## src/rtl/fp_wb_arb.sv

```systemverilog
// ---------------------------------------------------------------------------
// fp_wb_arb - floating-point register file writeback arbiter.
//
// Two producers (FPU pipeline, FP load path) hand results over valid/ready.
// Each producer has its own DEPTH-entry FIFO. The two FIFO heads are drained
// round-robin into one registered write port. There is at most one write per
// cycle. The minimum latency from handshake to fp_we_o is 2 cycles.
//
// Optional feature macro: FP_WB_FFLAGS_EN
//   When defined, FPU entries also carry 5 exception-flag bits. These bits are
//   OR-accumulated into a sticky fflags_acc_o register on each FPU grant.
//
// Ports
//   clk, rst_n              clock, asynchronous active-low reset
//   flush_i                 synchronous flush of both FIFOs and of fp_we_o
//   fpu_valid_i/ready_o     FPU result handshake; fpu_rd_i, fpu_data_i payload
//   ld_valid_i/ready_o      load result handshake; ld_rd_i, ld_data_i payload
//   fp_we_o, rd_reg_o,
//   fp_wdata_o              registered register-file write port
//   wb_idle_o               both FIFOs empty and no write in flight
//   fpu_fflags_i            (FP_WB_FFLAGS_EN) flags that travel with the FPU result
//   fflags_clr_i            (FP_WB_FFLAGS_EN) clears the accumulator
//   fflags_acc_o            (FP_WB_FFLAGS_EN) sticky accumulated flags
// ---------------------------------------------------------------------------
module fp_wb_arb #(
  parameter int unsigned DEPTH = 2
) (
  input  logic        clk,
  input  logic        rst_n,
  input  logic        flush_i,
  input  logic        fpu_valid_i,
  output logic        fpu_ready_o,
  input  logic [4:0]  fpu_rd_i,
  input  logic [31:0] fpu_data_i,
  input  logic        ld_valid_i,
  output logic        ld_ready_o,
  input  logic [4:0]  ld_rd_i,
  input  logic [31:0] ld_data_i,
`ifdef FP_WB_FFLAGS_EN
  input  logic [4:0]  fpu_fflags_i,
  input  logic        fflags_clr_i,
  output logic [4:0]  fflags_acc_o,
`endif
  output logic        fp_we_o,
  output logic [4:0]  rd_reg_o,
  output logic [31:0] fp_wdata_o,
  output logic        wb_idle_o
);

  localparam int unsigned AW = $clog2(DEPTH);

  // One extra pointer bit separates full from empty when the index bits match.
  typedef logic [AW:0] ptr_t;

  // ---------------------------------------------------------------------------
  // FIFO storage and pointers
  // ---------------------------------------------------------------------------
  logic [4:0]  fpu_rd_mem   [DEPTH];
  logic [31:0] fpu_data_mem [DEPTH];
  logic [4:0]  ld_rd_mem    [DEPTH];
  logic [31:0] ld_data_mem  [DEPTH];
`ifdef FP_WB_FFLAGS_EN
  logic [4:0]  fpu_ff_mem   [DEPTH];
`endif

  ptr_t fpu_wptr_q, fpu_wptr_d, fpu_rptr_q, fpu_rptr_d;
  ptr_t ld_wptr_q,  ld_wptr_d,  ld_rptr_q,  ld_rptr_d;

  logic fpu_full, fpu_empty, ld_full, ld_empty;
  logic fpu_push, ld_push;
  logic gnt_fpu, gnt_ld;

  logic rr_q, rr_d;  // 0: FPU has priority, 1: load has priority

  logic        fp_we_q,    fp_we_d;
  logic [4:0]  rd_reg_q,   rd_reg_d;
  logic [31:0] fp_wdata_q, fp_wdata_d;

  assign fpu_full  = (fpu_wptr_q[AW] != fpu_rptr_q[AW]) &&
                     (fpu_wptr_q[AW-1:0] == fpu_rptr_q[AW-1:0]);
  assign fpu_empty = (fpu_wptr_q == fpu_rptr_q);
  assign ld_full   = (ld_wptr_q[AW] != ld_rptr_q[AW]) &&
                     (ld_wptr_q[AW-1:0] == ld_rptr_q[AW-1:0]);
  assign ld_empty  = (ld_wptr_q == ld_rptr_q);

  // Ready depends only on the pointers. A pop in the same cycle does not free
  // a slot for a push in that cycle.
  assign fpu_ready_o = ~fpu_full;
  assign ld_ready_o  = ~ld_full;

  assign fpu_push = fpu_valid_i & ~fpu_full & ~flush_i;
  assign ld_push  = ld_valid_i  & ~ld_full  & ~flush_i;

  // Storage has no reset. A head is read only while its FIFO is non-empty.
  always_ff @(posedge clk) begin
    if (fpu_push) begin
      fpu_rd_mem[fpu_wptr_q[AW-1:0]]   <= fpu_rd_i;
      fpu_data_mem[fpu_wptr_q[AW-1:0]] <= fpu_data_i;
`ifdef FP_WB_FFLAGS_EN
      fpu_ff_mem[fpu_wptr_q[AW-1:0]]   <= fpu_fflags_i;
`endif
    end
    if (ld_push) begin
      ld_rd_mem[ld_wptr_q[AW-1:0]]   <= ld_rd_i;
      ld_data_mem[ld_wptr_q[AW-1:0]] <= ld_data_i;
    end
  end

  // ---------------------------------------------------------------------------
  // Round-robin arbitration. Flush suppresses every grant.
  // ---------------------------------------------------------------------------
  always_comb begin
    gnt_fpu = 1'b0;
    gnt_ld  = 1'b0;
    rr_d    = rr_q;
    if (flush_i) begin
      rr_d = 1'b0;
    end else if (!fpu_empty && (ld_empty || !rr_q)) begin
      gnt_fpu = 1'b1;
      rr_d    = 1'b1;
    end else if (!ld_empty) begin
      gnt_ld = 1'b1;
      rr_d   = 1'b0;
    end
  end

  // ---------------------------------------------------------------------------
  // Pointer next-state. Flush empties both FIFOs by zeroing the pointers.
  // ---------------------------------------------------------------------------
  always_comb begin
    fpu_wptr_d = fpu_wptr_q;
    fpu_rptr_d = fpu_rptr_q;
    ld_wptr_d  = ld_wptr_q;
    ld_rptr_d  = ld_rptr_q;
    if (flush_i) begin
      fpu_wptr_d = '0;
      fpu_rptr_d = '0;
      ld_wptr_d  = '0;
      ld_rptr_d  = '0;
    end else begin
      if (fpu_push) fpu_wptr_d = fpu_wptr_q + ptr_t'(1);
      if (gnt_fpu)  fpu_rptr_d = fpu_rptr_q + ptr_t'(1);
      if (ld_push)  ld_wptr_d  = ld_wptr_q + ptr_t'(1);
      if (gnt_ld)   ld_rptr_d  = ld_rptr_q + ptr_t'(1);
    end
  end

  // ---------------------------------------------------------------------------
  // Write port next-state. Address and data hold their values when no source
  // is granted.
  // ---------------------------------------------------------------------------
  always_comb begin
    fp_we_d    = gnt_fpu | gnt_ld;
    rd_reg_d   = rd_reg_q;
    fp_wdata_d = fp_wdata_q;
    if (gnt_fpu) begin
      rd_reg_d   = fpu_rd_mem[fpu_rptr_q[AW-1:0]];
      fp_wdata_d = fpu_data_mem[fpu_rptr_q[AW-1:0]];
    end else if (gnt_ld) begin
      rd_reg_d   = ld_rd_mem[ld_rptr_q[AW-1:0]];
      fp_wdata_d = ld_data_mem[ld_rptr_q[AW-1:0]];
    end
  end

  always_ff @(posedge clk or negedge rst_n) begin
    if (!rst_n) begin
      fpu_wptr_q <= '0;
      fpu_rptr_q <= '0;
      ld_wptr_q  <= '0;
      ld_rptr_q  <= '0;
      rr_q       <= 1'b0;
      fp_we_q    <= 1'b0;
      rd_reg_q   <= '0;
      fp_wdata_q <= '0;
    end else begin
      fpu_wptr_q <= fpu_wptr_d;
      fpu_rptr_q <= fpu_rptr_d;
      ld_wptr_q  <= ld_wptr_d;
      ld_rptr_q  <= ld_rptr_d;
      rr_q       <= rr_d;
      fp_we_q    <= fp_we_d;
      rd_reg_q   <= rd_reg_d;
      fp_wdata_q <= fp_wdata_d;
    end
  end

  assign fp_we_o    = fp_we_q;
  assign rd_reg_o   = rd_reg_q;
  assign fp_wdata_o = fp_wdata_q;
  assign wb_idle_o  = fpu_empty & ld_empty & ~fp_we_q;

`ifdef FP_WB_FFLAGS_EN
  // ---------------------------------------------------------------------------
  // Sticky flag accumulator. A clear in the same cycle as an FPU grant keeps
  // only the flags of the granted entry. Flush leaves the accumulator alone.
  // ---------------------------------------------------------------------------
  logic [4:0] fflags_acc_q, fflags_acc_d;
  logic [4:0] acc_base;

  always_comb begin
    acc_base     = fflags_clr_i ? 5'd0 : fflags_acc_q;
    fflags_acc_d = acc_base;
    if (gnt_fpu) begin
      fflags_acc_d = acc_base | fpu_ff_mem[fpu_rptr_q[AW-1:0]];
    end
  end

  always_ff @(posedge clk or negedge rst_n) begin
    if (!rst_n) begin
      fflags_acc_q <= '0;
    end else begin
      fflags_acc_q <= fflags_acc_d;
    end
  end

  assign fflags_acc_o = fflags_acc_q;
`endif

endmodule

```

## config.mk

```make
export PLATFORM = sky130hd
export DESIGN_NAME = fp_wb_arb
export DESIGN_NICKNAME = d
export VERILOG_FILES = /design/src/rtl/fp_wb_arb.sv
export SDC_FILE = /design/constraint.sdc
export NUM_CORES = 1
export LEC_CHECK = 0
export CORE_UTILIZATION = 48
export CTS_CLUSTER_DIAMETER = 40
export DETAILED_ROUTE_END_ITERATION = 16
export GPL_TIMING_DRIVEN = 0
export PLACE_DENSITY = 0.75
export SETUP_SLACK_MARGIN = 0.2
export SYNTH_ARGS = -nofsm -noshare
export SYNTH_HDL_FRONTEND = slang
export SYNTH_SLANG_ARGS = --single-unit
```

## constraint.sdc

```tcl
create_clock -name clk -period 3.85 [get_ports clk]
set_clock_uncertainty 0.05 [all_clocks]
set_input_delay 0.77 -clock clk [delete_from_list [all_inputs] [get_ports clk]]
set_output_delay 0.77 -clock clk [all_outputs]
set_load 0.02 [all_outputs]
```

==> flow_metrics.py, run 1 <==
metrics = {
    "timing": {
        "maxClockFrequency_ghz": 0.324,
        "timing.slew.headroom_pct": 31.1,
        "tmin_final_ps": 3080,
        "worst_pin_slew_ps": 1030,
        "whs_ps": 245,
        "finalHoldViolCount": 0,
        "period_utilization_post_route_pct": 80.0,
        "setup_total_negative_slack_ps": 0,
        "grt_setup_unrepaired": "false",
        "timing.final.setup_violations": 0,
        "final-max-slew-violation-count": 0,
    },
    "setup_path": {
        "cpMaxStageDelayCell": "sky130_fd_sc_hd__clkdlybuf4s50_1",
        "ff2ff_setup_slack_ps": 1130,
        "worst-endpoint-required_ps": 3030,
        "critical_path_arrival_ps": 2260,
        "worst-r2r-cell-count": 7,
        "critical_path.reg2reg.startpoint": "fpu_rptr_q[0]$_DFFE_PN0P_",
        "critPathCaptureType": "output pin",
        "worst_r2r_endpoint": "fpu_data_mem[0][27]$_DFFE_PP_",
        "setup.worst_path.start_class": "flip-flop",
        "critPathMaxStageDelay_ps": 670,
        "crit_type": "flip-flop to output pin",
        "timing.critical_path.fanout_max": 4,
        "cp_cell_sequence": "xnor2_1, nand2_1, nor3_1, clkdlybuf4s50_1",
    },
    "logic_synthesis": {
        "netlist_top_cells_area": "sky130_fd_sc_hd__edfxtp_1 (57%), sky130_fd_sc_hd__dfrtp_1 (15%), sky130_fd_sc_hd__mux2_2 (5.4%)",
        "combinational_family_with_the_most_area_after_synthesis": "multiplexers",
        "synth.lib_cells_used.distinct": 36,
        "synth_sequential_area_ratio_pct": 72.5,
        "syn_nets": 545,
        "synth_adder_area_share_pct": 0,
        "synthMuxAreaShare_pct": 10.2,
        "synth_warnings": 0,
        "synth-compound-area-share_pct": 6.38,
        "ys.flop_type": "sky130_fd_sc_hd__edfxtp_1",
        "synth_xor_xnor_area_share_pct": 1.79,
        "synth_area_leader_cell": "sky130_fd_sc_hd__edfxtp_1",
        "synth_area_um2": 7750,
        "synthCells": 466,
        "synth_seq_cells": 195,
        "syn-mean-instance-area_um2": 16.6,
        "post_synth_and_or_nand_nor_area_fraction_pct": 6.39,
        "post-synth-top-area-fraction_pct": 57.4,
        "async_set_or_reset_flop_fraction_in_the_synthesized_netlist_pct": 24.1,
        "synth_edf_count": 148,
    },
    "routing": {
        "route.vias.total": 4612,
        "drc": 0,
        "ant_nets": 0,
        "detail_route.vias_per_cell": 5.46,
        "drt_iter0_drc": 340,
        "routed_wirelength_um": 16500,
        "wire_per_inst_um": 19.6,
        "drt_first_pass_iters": 4,
    },
    "finish": {
        "layout_area_overhead_pct": 28.6,
        "non_filler_cells_final": 844,
        "register_area_um2": 5620,
        "nNetsFinal": 694,
        "post-route-cell-area_um2": 9970,
        "antenna-diode-count": 0,
        "fill_cells": 1141,
        "area_of_combinational_cells_with_multiple_inputs_um2": 1950,
        "layout-drive-gt1-share_pct": 20.7,
    },
    "power_and_ir_drop": {
        "net-switching-power_w": 0.00257,
        "max-vdd-ir-drop_v": 0.000486,
        "clock_power_share_pct": 23.1,
        "power.density_nw_per_um2": 750,
        "power_report.internal_total_w": 0.00491,
        "leakagePower_nw": 3.39,
        "swShare_pct": 34.4,
        "seqPwrFrac_pct": 38.3,
        "pwr-share-comb_pct": 38.6,
    },
    "placement": {
        "buffer_ports.inserted": 118,
        "place_inst": 812,
        "place.detailed.hpwl_um": 11500,
        "routabilityCongestion": 0.799,
        "placed_cell_area_um2": 9390,
    },
    "die": {
        "ios": 120,
        "placement_rows": 46,
        "die_y_um": 129,
        "die-area_um2": 16700,
        "die_x_um": 129,
        "placeable_core_region_um2": 15800,
        "start_util_pct": 49.0,
    },
    "run": {
        "max_cap_viol": 0,
    },
    "clocking": {
        "cts_hold_repair.buffers": 0,
        "clockBufferDepth": 2,
        "postCtsSetupBuffers": 0,
        "cts-buffers-inserted": 17,
        "cts-root-buf": "sky130_fd_sc_hd__clkbuf_16",
        "cts.sinks": 195,
        "insertion_delay_ps": 420,
        "tritoncts_clock_tree": "built",
        "cts_repair_resize_count": 0,
        "cts-htree-levels": 4,
        "path_clk_slew_ps": 70,
    },
    "run_status": {
        "status": "completed",
    },
    "global_route": {
        "grt_overflow": 0,
        "antenna_found_initial": 0,
        "global_route_wire_length_before_repair_um": 25600,
        "grt_start_max_net_pins": 31,
        "grt_util_all_layers_pct": 21.1,
        "first_global_vias": 4814,
    },
    "worst_hold_path": {
        "min_path_type": "primary input to asynchronous set/reset pin",
    },
}
-- cell type report --
type,instances,area share [%]
clock buffer,20,4.48
sequential,195,56.4
inverter,2,0.0753
tap,216,2.71
buffer,33,2.06
clock inverter,12,1.32
timing repair buffer,130,13.4
multi-input combinational,236,19.5
-- power groups by stage --
stage          clock network [W]  logic (W)  registers (W)
6_report                 0.00173    0.00289        0.00287
4_1_cts                  0.00176    0.00291        0.00287
3_5_place_dp                   0    0.00289        0.00291
3_3_place_gp                   0    0.00274        0.00292
2_1_floorplan                  0    0.00159        0.00311
5_1_grt                  0.00184    0.00309        0.00290
-- flip-flops by register name, indices dropped and copies added, names as in the netlist --
name and flops:
fpu_rd_mem 10, ld_rptr_q 2, ld_data_mem 64, rr_q 1
fpu_wptr_q 2, fpu_rptr_q 2, fp_we_o 1, ld_wptr_q 2
fp_wdata_o 32, fpu_data_mem 64, ld_rd_mem 10, rd_reg_o 5
-- layout by cell type, fill, tap and decap left out, drive strengths merged --
cell type / n
clkbuf: 34
nand2: 4
a31o: 1
mux2: 37
nor3b: 3
nor2: 46
xnor2: 4
mux2i: 37
clkinv: 7
or4: 1
o21ai: 5
inv: 3
or3: 1
nand3: 1
nor4: 37
edfxtp: 148
a41oi: 1
nand2b: 1
buf: 32
o31ai: 1
a211oi: 38
nor3: 3
xor2: 8
dfrtp: 47
clkinvlp: 2
a21oi: 4
clkdlybuf4s50: 117
o211ai: 2
a311oi: 1
bufinv: 2
-- worst max path at each step --
stage	startpoint	end	slack [ps]	depth (start not counted)
after floorplan	flush_i	ld_data_mem[0][0]$_DFFE_PP_	-490	3
final	ld_rptr_q[1]$_DFFE_PN0P_	wb_idle_o	770	4
after CTS	ld_rptr_q[1]$_DFFE_PN0P_	wb_idle_o	740	4
after global routing	ld_rptr_q[1]$_DFFE_PN0P_	wb_idle_o	610	4
after detailed placement	fpu_valid_i	fpu_rd_mem[0][0]$_DFFE_PP_	700	6
after global placement	fpu_valid_i	fpu_rd_mem[0][0]$_DFFE_PP_	-2510	3
-- critical path: cells and delay by family, from the launching register on --
family | cells | cell delay (ps)
XOR/XNOR | 1 | 360
AND/OR/NAND/NOR | 2 | 370
buffers and inverters | 1 | 670
flip-flops | 1 | 440
-- kinds of logic after synthesis --
kind of cell | after synthesis
AOI/OAI and AO/OA | 53
xor gates and xnor gates | 12
buffers and inverters | 35
DFF | 195
muxes | 74
and+or+nand+nor | 97
-- cell usage after synthesis, types with 2 or more instances --
cell                       instances
sky130_fd_sc_hd__buf_6             8
sky130_fd_sc_hd__edfxtp_1        148
sky130_fd_sc_hd__a211oi_1         18
sky130_fd_sc_hd__nor3_1            3
sky130_fd_sc_hd__buf_2             8
sky130_fd_sc_hd__dfrtp_1          47
sky130_fd_sc_hd__mux2i_1          37
sky130_fd_sc_hd__o21ai_0           4
sky130_fd_sc_hd__nor3b_1           2
sky130_fd_sc_hd__nor4_1           37
sky130_fd_sc_hd__xnor2_1           2
sky130_fd_sc_hd__nor2_1           45
sky130_fd_sc_hd__nand2_1           4
sky130_fd_sc_hd__clkbuf_1         14
sky130_fd_sc_hd__a211oi_2         20
sky130_fd_sc_hd__inv_1             2
sky130_fd_sc_hd__o211ai_1          2
sky130_fd_sc_hd__xor2_1            7
sky130_fd_sc_hd__buf_4             3
sky130_fd_sc_hd__a21oi_1           3
sky130_fd_sc_hd__mux2_2           37
-- routing by layer --
metal | vias up | wire, um | global-route usage (%)
li1 | 2102 | - | -
met1 | 2306 | 6880 | 27.1
met2 | 185 | 8380 | 35.8
met3 | 19 | 1020 | 4.25
met4 | 0 | 246 | 7.47
met5 | - | 0 | 0
-- per-stage QoR --
stage | total power [W] | setup slack [ps] | util [%]
2_1_floorplan | 0.00470 | -486 | -
3_3_place_gp | 0.00566 | -2510 | 58.2
3_5_place_dp | 0.00580 | 699 | 59.3
4_1_cts | 0.00754 | 743 | 63.0
5_1_grt | 0.00783 | 612 | 63.0
6_report | 0.00748 | 768 | 63.0
Power figures use the tool's default switching activity.
==> inputs of run 2 (changes only) <==
--- a/config.mk
+++ b/config.mk
@@ -5,11 +5,11 @@
 export SDC_FILE = /design/constraint.sdc
 export NUM_CORES = 1
 export LEC_CHECK = 0
-export CORE_UTILIZATION = 48
+export CORE_UTILIZATION = 54
 export CTS_CLUSTER_DIAMETER = 40
 export DETAILED_ROUTE_END_ITERATION = 16
 export GPL_TIMING_DRIVEN = 0
-export PLACE_DENSITY = 0.75
+export PLACE_DENSITY = 0.8
 export SETUP_SLACK_MARGIN = 0.2
 export SYNTH_ARGS = -nofsm -noshare
 export SYNTH_HDL_FRONTEND = slang
==> constraint.sdc (replaced) <==
create_clock -name clk -period 2.91 [get_ports clk]
set_clock_uncertainty 0.05 [all_clocks]
set_input_delay 0.582 -clock clk [delete_from_list [all_inputs] [get_ports clk]]
set_output_delay 0.582 -clock clk [all_outputs]
set_load 0.02 [all_outputs]
==> run 2 against run 1 <==
Flip-flop and latch count unchanged. Sequential share of layout area decreased by 0.20 points. Clock power increased by 34%. Clock-buffer cell count unchanged. Utilization increased by 8.8 points. Cell area increased by 0.35%. First-iteration DRC count decreased by 16%.
==> flow_metrics.py, run 2 (same netlist as run 1, synthesis figures left out) <==
metrics = {
    "die": {
        "ios": 120,
        "die_y_um": 122,
        "placeable_core_region_um2": 13900,
        "start_util_pct": 55.6,
        "placement_rows": 43,
        "die_x_um": 122,
        "die-area_um2": 14800,
    },
    "clocking": {
        "cts-htree-levels": 4,
        "clockBufferDepth": 2,
        "cts-buffers-inserted": 17,
        "path_clk_slew_ps": 60,
        "tritoncts_clock_tree": "built",
        "insertion_delay_ps": 430,
        "cts_hold_repair.buffers": 0,
        "cts-root-buf": "sky130_fd_sc_hd__clkbuf_16",
        "cts.sinks": 195,
    },
    "finish": {
        "layout_area_overhead_pct": 29.1,
        "most-common-layout-cells": "sky130_fd_sc_hd__edfxtp_1 (148), sky130_fd_sc_hd__clkdlybuf4s50_1 (116), sky130_fd_sc_hd__dfrtp_1 (47)",
        "layout-drive-gt1-share_pct": 20.7,
        "nNetsFinal": 693,
        "register_area_um2": 5620,
        "commonest_non_fill_non_tap_cell_in_the_layout": "sky130_fd_sc_hd__edfxtp_1",
        "fill_cells": 931,
        "post-route-cell-area_um2": 10000,
        "area_of_combinational_cells_with_multiple_inputs_um2": 1970,
        "antenna-diode-count": 0,
    },
    "timing": {
        "timing.final.setup_violations": 0,
        "finalHoldViolCount": 0,
        "timing.slew.headroom_pct": 44.5,
        "worst_pin_slew_ps": 823,
        "tmin_final_ps": 2590,
        "whs_ps": 91.4,
        "setup_total_negative_slack_ps": 0,
        "grt_setup_unrepaired": "false",
        "period_utilization_post_route_pct": 88.9,
        "maxClockFrequency_ghz": 0.387,
        "final-max-slew-violation-count": 0,
    },
    "global_route": {
        "antenna_found_initial": 0,
        "global_route_wire_length_before_repair_um": 25300,
        "global_route.usage.met2_pct": 40.0,
        "globalRouteMet1Util_pct": 30.8,
        "grt_util_all_layers_pct": 23.8,
        "first_global_vias": 4746,
        "grt_overflow": 0,
        "grt_start_max_net_pins": 28,
        "grt-busiest-layer": "met2",
        "use_met3_pct": 5.24,
    },
    "routing": {
        "ant_nets": 0,
        "drc": 0,
        "drt_iter0_drc": 285,
        "wire_per_inst_um": 20.4,
        "detail_route.vias_per_cell": 5.69,
        "drt_first_pass_iters": 5,
        "routed_wirelength_um": 16500,
        "route.vias.total": 4595,
    },
    "setup_path": {
        "cpMaxStageDelayCell": "sky130_fd_sc_hd__dlygate4sd2_1",
        "critPathCaptureType": "output pin",
        "setup.worst_path.start_class": "flip-flop",
        "timing.critical_path.fanout_max": 6,
        "cp_cell_sequence": "buf_6, xnor2_1, nand2_1, nor3_1, dlygate4sd2_1",
        "critical_path_arrival_ps": 1950,
        "worst-endpoint-required_ps": 2280,
        "crit_type": "flip-flop to output pin",
        "critPathMaxStageDelay_ps": 390,
    },
    "placement": {
        "placed_cell_area_um2": 9400,
        "routabilityCongestion": 0.776,
        "buffer_ports.inserted": 118,
        "place.detailed.hpwl_um": 11200,
    },
    "power_and_ir_drop": {
        "max-vdd-ir-drop_v": 0.000628,
        "leakagePower_nw": 3.43,
        "power.density_nw_per_um2": 994,
    },
    "run_status": {
        "status": "completed",
    },
    "run": {
        "max_cap_viol": 0,
    },
    "worst_hold_path": {
        "min_path_type": "primary input to asynchronous set/reset pin",
    },
}
==> run 2: cell count changes in the layout (fill, tap and decap cells not counted), moves of 2 or more <==
cell / delta
sky130_fd_sc_hd__nor3_4: +2
sky130_fd_sc_hd__buf_8: -3
sky130_fd_sc_hd__nor3_2: -2
sky130_fd_sc_hd__buf_6: -4
sky130_fd_sc_hd__buf_16: +5
sky130_fd_sc_hd__clkinv_2: +4
sky130_fd_sc_hd__clkinv_4: -4
==> run 2: where the power goes <==
| group | internal (W) | total (W) | switching [W] |
|---|---|---|---|
| logic | 0.00168 | 0.00382 | 0.00214 |
| registers | 0.00354 | 0.00381 | 0.000265 |
| clock network | 0.00136 | 0.00231 | 0.000953 |
| total | 0.00658 | 0.00994 | 0.00336 |
==> run 2: worst max-delay path: cells and delay by family, from the launching register on <==
| family | cells | cell delay (ps) |
|---|---|---|
| flops | 1 | 380 |
| buf+inv | 2 | 530 |
| simple gates | 2 | 330 |
| xor+xnor | 1 | 280 |
==> run 2: through the flow <==
step / std cells / setup WS [ps] / total power [W] / util [%]
3_3_place_gp: 764 / -1400 / 0.00746 / 65.9
2_1_floorplan: 466 / -119 / 0.00622 / -
6_report: 807 / 324 / 0.00994 / 71.8
4_1_cts: 806 / 242 / 0.0100 / 71.7
5_1_grt: 807 / 253 / 0.0104 / 71.8
3_5_place_dp: 773 / -86.7 / 0.00768 / 67.4
==> run 2: layout make-up <==
class | instances | area share (%)
well taps | 180 | 2.25
clock inverters | 12 | 1.38
plain buffers | 33 | 2.05
repair buffers | 129 | 13.9
inverters | 2 | 0.0750
flip-flops and latches | 195 | 56.2
multi-input cells | 236 | 19.7
clock buffers | 20 | 4.47
==> run 2: routing by layer <==
metal	share of wire, %	up-vias
met2	51	161
met5	0	-
met4	1.2	0
met1	42	2324
met3	5.5	17
li1	-	2093
==> run 2: worst paths after layout <==
path | end | from | slack [ps] | depth (start not counted)
min reg2reg | fp_wdata_o[12]$_DFFE_PN0P_ | fp_wdata_o[12]$_DFFE_PN0P_ | 530 | 2
min | fp_wdata_o[8]$_DFFE_PN0P_ | rst_n | 90 | 1
max reg2reg | fpu_data_mem[0][1]$_DFFE_PP_ | fpu_rptr_q[1]$_DFFE_PN0P_ | 430 | 4
max in group asynchronous | fp_we_o$_DFF_PN0_ | rst_n | 2160 | 2
max | wb_idle_o | ld_wptr_q[0]$_DFFE_PN0P_ | 320 | 5
min in group clk | fp_wdata_o[12]$_DFFE_PN0P_ | fp_wdata_o[12]$_DFFE_PN0P_ | 530 | 2
==> run 2: what timing repair did <==
item | in CTS | in global routing
endpoints found under the setup margin | 28 | 14
setup buffers | 1 | 1
gates cloned | 0 | 0
resized for setup | 2 | 0
pin swaps | 1 | 1
